==> src/rtl/branch_resolve_unit.sv <==
// branch_resolve_unit
// Execute-stage branch resolver: evaluates the branch condition from the ALU
// zero/sign flags, computes the target PC, and drives a one-cycle redirect
// followed by a fixed-length flush. EX is back-pressured while a flush runs.
// Optional feature macro: BRANCH_STATS_EN (saturating branch/taken counters).
module branch_resolve_unit #(
    parameter int FLUSH_CYCLES = 2   // 1..15, includes the redirect cycle
) (
    input  logic        clk,
    input  logic        rst,
    input  logic        ex_valid,
    output logic        ex_ready,
    input  logic        ex_is_branch,
    input  logic [1:0]  ex_br_type,
    input  logic        ex_zero,
    input  logic        ex_neg,
    input  logic [31:0] ex_pc,
    input  logic [31:0] ex_imm,
    output logic        redirect_valid,
    output logic [31:0] redirect_pc,
    output logic        flush,
    output logic [15:0] br_count,
    output logic [15:0] taken_count
);

    typedef enum logic [1:0] {
        S_IDLE     = 2'd0,
        S_REDIRECT = 2'd1,
        S_FLUSH    = 2'd2
    } state_t;

    localparam logic [3:0] FLUSH_LOAD = 4'(FLUSH_CYCLES - 1);

    state_t      r_state;
    state_t      w_state_next;
    logic [3:0]  r_cnt;
    logic [3:0]  w_cnt_next;
    logic        w_accept;
    logic        w_br_accept;
    logic        w_cond;
    logic        w_taken_accept;
    logic [31:0] w_target;

    // Handshake: the unit only listens to EX while idle.
    assign ex_ready       = (r_state == S_IDLE);
    assign w_accept       = ex_valid & ex_ready;
    assign w_br_accept    = w_accept & ex_is_branch;
    assign w_taken_accept = w_br_accept & w_cond;

    // Word offset shifted to bytes; upper immediate bits fall off the top.
    assign w_target = ex_pc + 32'd4 + (ex_imm << 2);

    // Branch condition from the ALU flags.
    always_comb begin
        // NOTE: every signal assigned in a combinational block gets a default
        // first, so no path leaves it unassigned and no latch is inferred.
        w_cond = 1'b0;
        case (ex_br_type)
            2'b00:   w_cond = ex_zero;
            2'b01:   w_cond = ~ex_zero;
            2'b10:   w_cond = ex_zero | ex_neg;
            2'b11:   w_cond = ~ex_zero & ~ex_neg;
            default: w_cond = 1'b0;
        endcase
    end

    // Next-state and flush-counter logic.
    always_comb begin
        w_state_next = r_state;
        w_cnt_next   = r_cnt;
        case (r_state)
            S_IDLE: begin
                if (w_taken_accept) begin
                    w_state_next = S_REDIRECT;
                    w_cnt_next   = FLUSH_LOAD;
                end
            end
            S_REDIRECT: begin
                w_state_next = (r_cnt != 4'd0) ? S_FLUSH : S_IDLE;
            end
            S_FLUSH: begin
                w_cnt_next = r_cnt - 4'd1;
                if (r_cnt == 4'd1) begin
                    w_state_next = S_IDLE;
                end
            end
            default: begin
                w_state_next = S_IDLE;
                w_cnt_next   = 4'd0;
            end
        endcase
    end

    // State and flush-counter registers; reset abandons any pending flush.
    always_ff @(posedge clk or posedge rst) begin
        // NOTE: sequential state uses non-blocking assignments so every flop
        // samples pre-edge values regardless of block evaluation order.
        if (rst) begin
            r_state <= S_IDLE;
            r_cnt   <= 4'd0;
        end else begin
            r_state <= w_state_next;
            r_cnt   <= w_cnt_next;
        end
    end

    // Target latch: holds the last taken target until the next redirect.
    always_ff @(posedge clk or posedge rst) begin
        if (rst) begin
            redirect_pc <= 32'd0;
        end else if (w_taken_accept) begin
            redirect_pc <= w_target;
        end
    end

    // Outputs decode straight from the state register, so they are glitch-free
    // and drop as soon as reset forces the state back to idle.
    assign redirect_valid = (r_state == S_REDIRECT);
    assign flush          = (r_state != S_IDLE);

`ifdef BRANCH_STATS_EN
    logic [15:0] r_br_count;
    logic [15:0] r_taken_count;

    // Saturating statistics counters.
    always_ff @(posedge clk or posedge rst) begin
        if (rst) begin
            r_br_count    <= 16'd0;
            r_taken_count <= 16'd0;
        end else begin
            if (w_br_accept && (r_br_count != 16'hFFFF)) begin
                r_br_count <= r_br_count + 16'd1;
            end
            if (w_taken_accept && (r_taken_count != 16'hFFFF)) begin
                r_taken_count <= r_taken_count + 16'd1;
            end
        end
    end

    assign br_count    = r_br_count;
    assign taken_count = r_taken_count;
`else
    assign br_count    = 16'd0;
    assign taken_count = 16'd0;
`endif

endmodule

==> config.mk <==
export PLATFORM = sky130hd
export DESIGN_NAME = branch_resolve_unit
export DESIGN_NICKNAME = d
export VERILOG_FILES = /design/src/rtl/branch_resolve_unit.sv
export SDC_FILE = /design/constraint.sdc
export NUM_CORES = 1
export LEC_CHECK = 0
export ABC_AREA = 1
export BUFFER_PORTS_ARGS = -buffer_cell sky130_fd_sc_hd__buf_4
export CAP_MARGIN = 20
export CORE_MARGIN = 1
export CORE_UTILIZATION = 53
export CTS_CLUSTER_SIZE = 10
export DETAILED_ROUTE_END_ITERATION = 10
export PLACE_DENSITY_LB_ADDON = 0.12
export SKIP_LAST_GASP = 1
export SYNTH_ARGS = -nofsm -noshare
export SYNTH_HDL_FRONTEND = slang
export SYNTH_SLANG_ARGS = --single-unit
==> constraint.sdc <==
create_clock -name clk -period 1.4 [get_ports clk]
set_input_delay 0.21 -clock clk [delete_from_list [all_inputs] [get_ports clk]]
set_output_delay 0.21 -clock clk [all_outputs]
set_load 0.02 [all_outputs]
==> metrics.yaml <==
synthFlopType: "dfrtp_1"
gp_congestion: 0.829
maxSlewViolCount: 0
drtAntennaViolNets: 0
via_count: 5849
drive_above_1_share_pct: 52.9
grt_pass1_vias: 5063
critPathKind: "in -> reg"
post-route-period-util_pct: 155
diodes: 0
power_density_nw_per_um2: 1210
ys_ff_latch: 38
numCtsBuffers: 5
synth_edf_count: 0
root_buffer: "clkbuf_8"
post_synth.cell_area_avg_um2: 6.60
synthArstFlopShare_pct: 100
synth_area_um2: 4330
antenna_found_initial: 1
viasPerCell: 6.34
finalCriticalPeriod_ps: 2170
overflow: 0
die_w_um: 92.3
place_hpwl_mm: 11.0
p_int_w: 0.00449
final_util_pct: 94.4
grt_usage_pct: 36.7
finalSetupTns_ps: -8970
min_path_type: "in -> async"
grt_pass1_wl_mm: 24.5
routed_wl_mm: 22.2
wl_per_cell_um: 24.0
fin_skew_ps: 7.17
die_h_um: 92.3
status: "finished, violations left"
p_leak_nw: 3.85
grt_max_degree: 39
max_freq_ghz: 0.461
synth_cells: 655
clock_power_share_pct: 9.2
io_buffer_count: 104
power.switching_w: 0.00443
dr.pass1.iters: 6
cp-end-kind: "flop"
cp_data_required_time_ps: 1530
cts_sinks: 38
cts_tree: "built"
die_area_um2: 8530
setup_viol_count_final: 36
hold_viol_final: 0
area_growth_pct: 70.4
layout_setup_ws_ps: -771
irDropWorstVdd_mv: 0.587
comb_power_share_pct: 67.1
clk_latency_ps: 290
rsz0062_at_grt: "true"
swShare_pct: 49.7
start_util_pct: 55.4
drc_errors: 0
cp_max_fo: 4
p_total_w: 0.00892
worst_ep_arrival_time_ps: 2300
seq_area_frac_synth_pct: 22.0
synth_cell_types: 29
path_clk_slew_ps: 80
violations: "negative setup slack"
p_seq_share_pct: 23.7
fill_cells: 227
io_pins: 139
start_kind: "input pin"
rows: 32
clock_path_buffers: 2
nets: 951
ys_warn_count: 0
core_um2: 7810
ctsHtreeMaxLevel: 2
drt_iter0_markers: 768
cap_viol_max_count: 0
what timing repair did:
item / CTS / global route
setup buffers: 12 / 7
setup endpoints to repair: 31 / 32
hold endpoints to repair: 0 / 0
gates resized for setup: 96 / 129
cloned: 0 / 4
hold buffers: 0 / 0
pin swaps: 79 / 102
routing by layer:
metal	part of all wire (%)	up-vias	track usage, %	routed length, um
met3	13	272	6.73	2830
met1	30	2650	41.3	6600
li1	-	2295	-	-
met4	11	2	15.4	2440
met5	0.19	-	0	42
met2	46	630	67.3	10200
cell families (layout without fill, tap and decap cells):
family                     Yosys count  in the layout  synth area share (%)
and+or+nand+nor                    363            363                  36.9
adders and majority gates           60             60                  17.5
DFF                                 38             38                  22.0
other                                1             32                0.0867
buffers and inverters              144            278                  16.3
xor gates and xnor gates            14             14                  2.83
AOI/OAI and AO/OA                   35             35                  4.45
final timing paths:
kind	slack, ps	start	endpoint	cells past startpoint
max	-770	ex_pc[3]	redirect_pc[15]	10
min	40	rst	redirect_pc[15]	3
max reg2reg	-410	r_state[1]	redirect_pc[15]	5
min reg2reg	490	redirect_pc[30]	redirect_pc[30]	2
max in group asynchronous	1010	rst	redirect_pc[0]	3
min in group clk	150	ex_pc[0]	redirect_pc[0]	3
Yosys cell counts (all sizes together) (2+ instances only):
cell type / instances / area [um2]
ha: 59 / 738
o22ai: 2 / 12.5
nand2: 259 / 980
clkbuf: 3 / 35.0
o21ai: 14 / 73.8
nand3b: 12 / 140
buf: 36 / 274
xnor2: 13 / 114
a21oi: 15 / 75.1
nand3: 45 / 265
dfrtp: 38 / 951
inv: 105 / 394
nand4: 5 / 31.3
nor2: 42 / 178
power by group through the flow:
stage,registers [W],logic [W],clock network (W)
floorplan,0.00247,0.00229,0
global placement,0.00193,0.00435,0
detailed placement,0.00196,0.00456,0
CTS,0.00197,0.00490,0.000759
global route,0.00213,0.00624,0.000835
finish,0.00212,0.00598,0.000818
final cells by class:
class	count	area, um2	share of cell area, %
clock buffer	7	86.3	1.17
inverter	105	399	5.42
multi-input combinational	504	4360	59.1
tap	102	128	1.73
timing repair buffer	165	1440	19.6
clock inverter	1	5.00	0.0679
sequential	38	951	12.9
per-stage QoR:
stage	cell area, um2	hold slack (ps)	instances	setup slack, ps
after global routing	7370	79.2	922	-852
after global placement	6250	344	896	-462
after floorplan	5310	320	686	-316
after CTS	6800	60.7	915	-183
after detailed placement	6250	360	896	-549
final	7370	37.3	922	-771
worst max-delay path, cell delays in order:
cell      delay (ps)
buf_6            100
ha_4             250
ha_4             170
fa_2             380
nand3_2          120
nand3_4          150
nand3_2          140
nand3b_4         140
xnor2_2          400
o21ai_1          240
layout by cell type, fill, tap and decap left out, types with 7 or more instances in the layout:
cell,Yosys,routed
nand2_2,3,76
nand3b_1,8,8
nand2_1,256,153
buf_6,1,22
nand2_4,0,30
xnor2_2,0,7
buf_4,35,134
nor2_4,0,13
o21ai_1,6,10
inv_2,0,14
nor2_2,8,14
nor2_1,34,15
conb_1,1,32
nand3_1,37,12
a21oi_1,15,7
dfrtp_1,38,38
nand3_4,0,10
inv_1,105,89
ha_4,0,55
nand3_2,8,23
flip-flops by register name, indices dropped and copies added (netlist names):
name / flops
redirect_pc: 32
r_cnt: 4
r_state: 2
(Power assumes the default switching activity.)
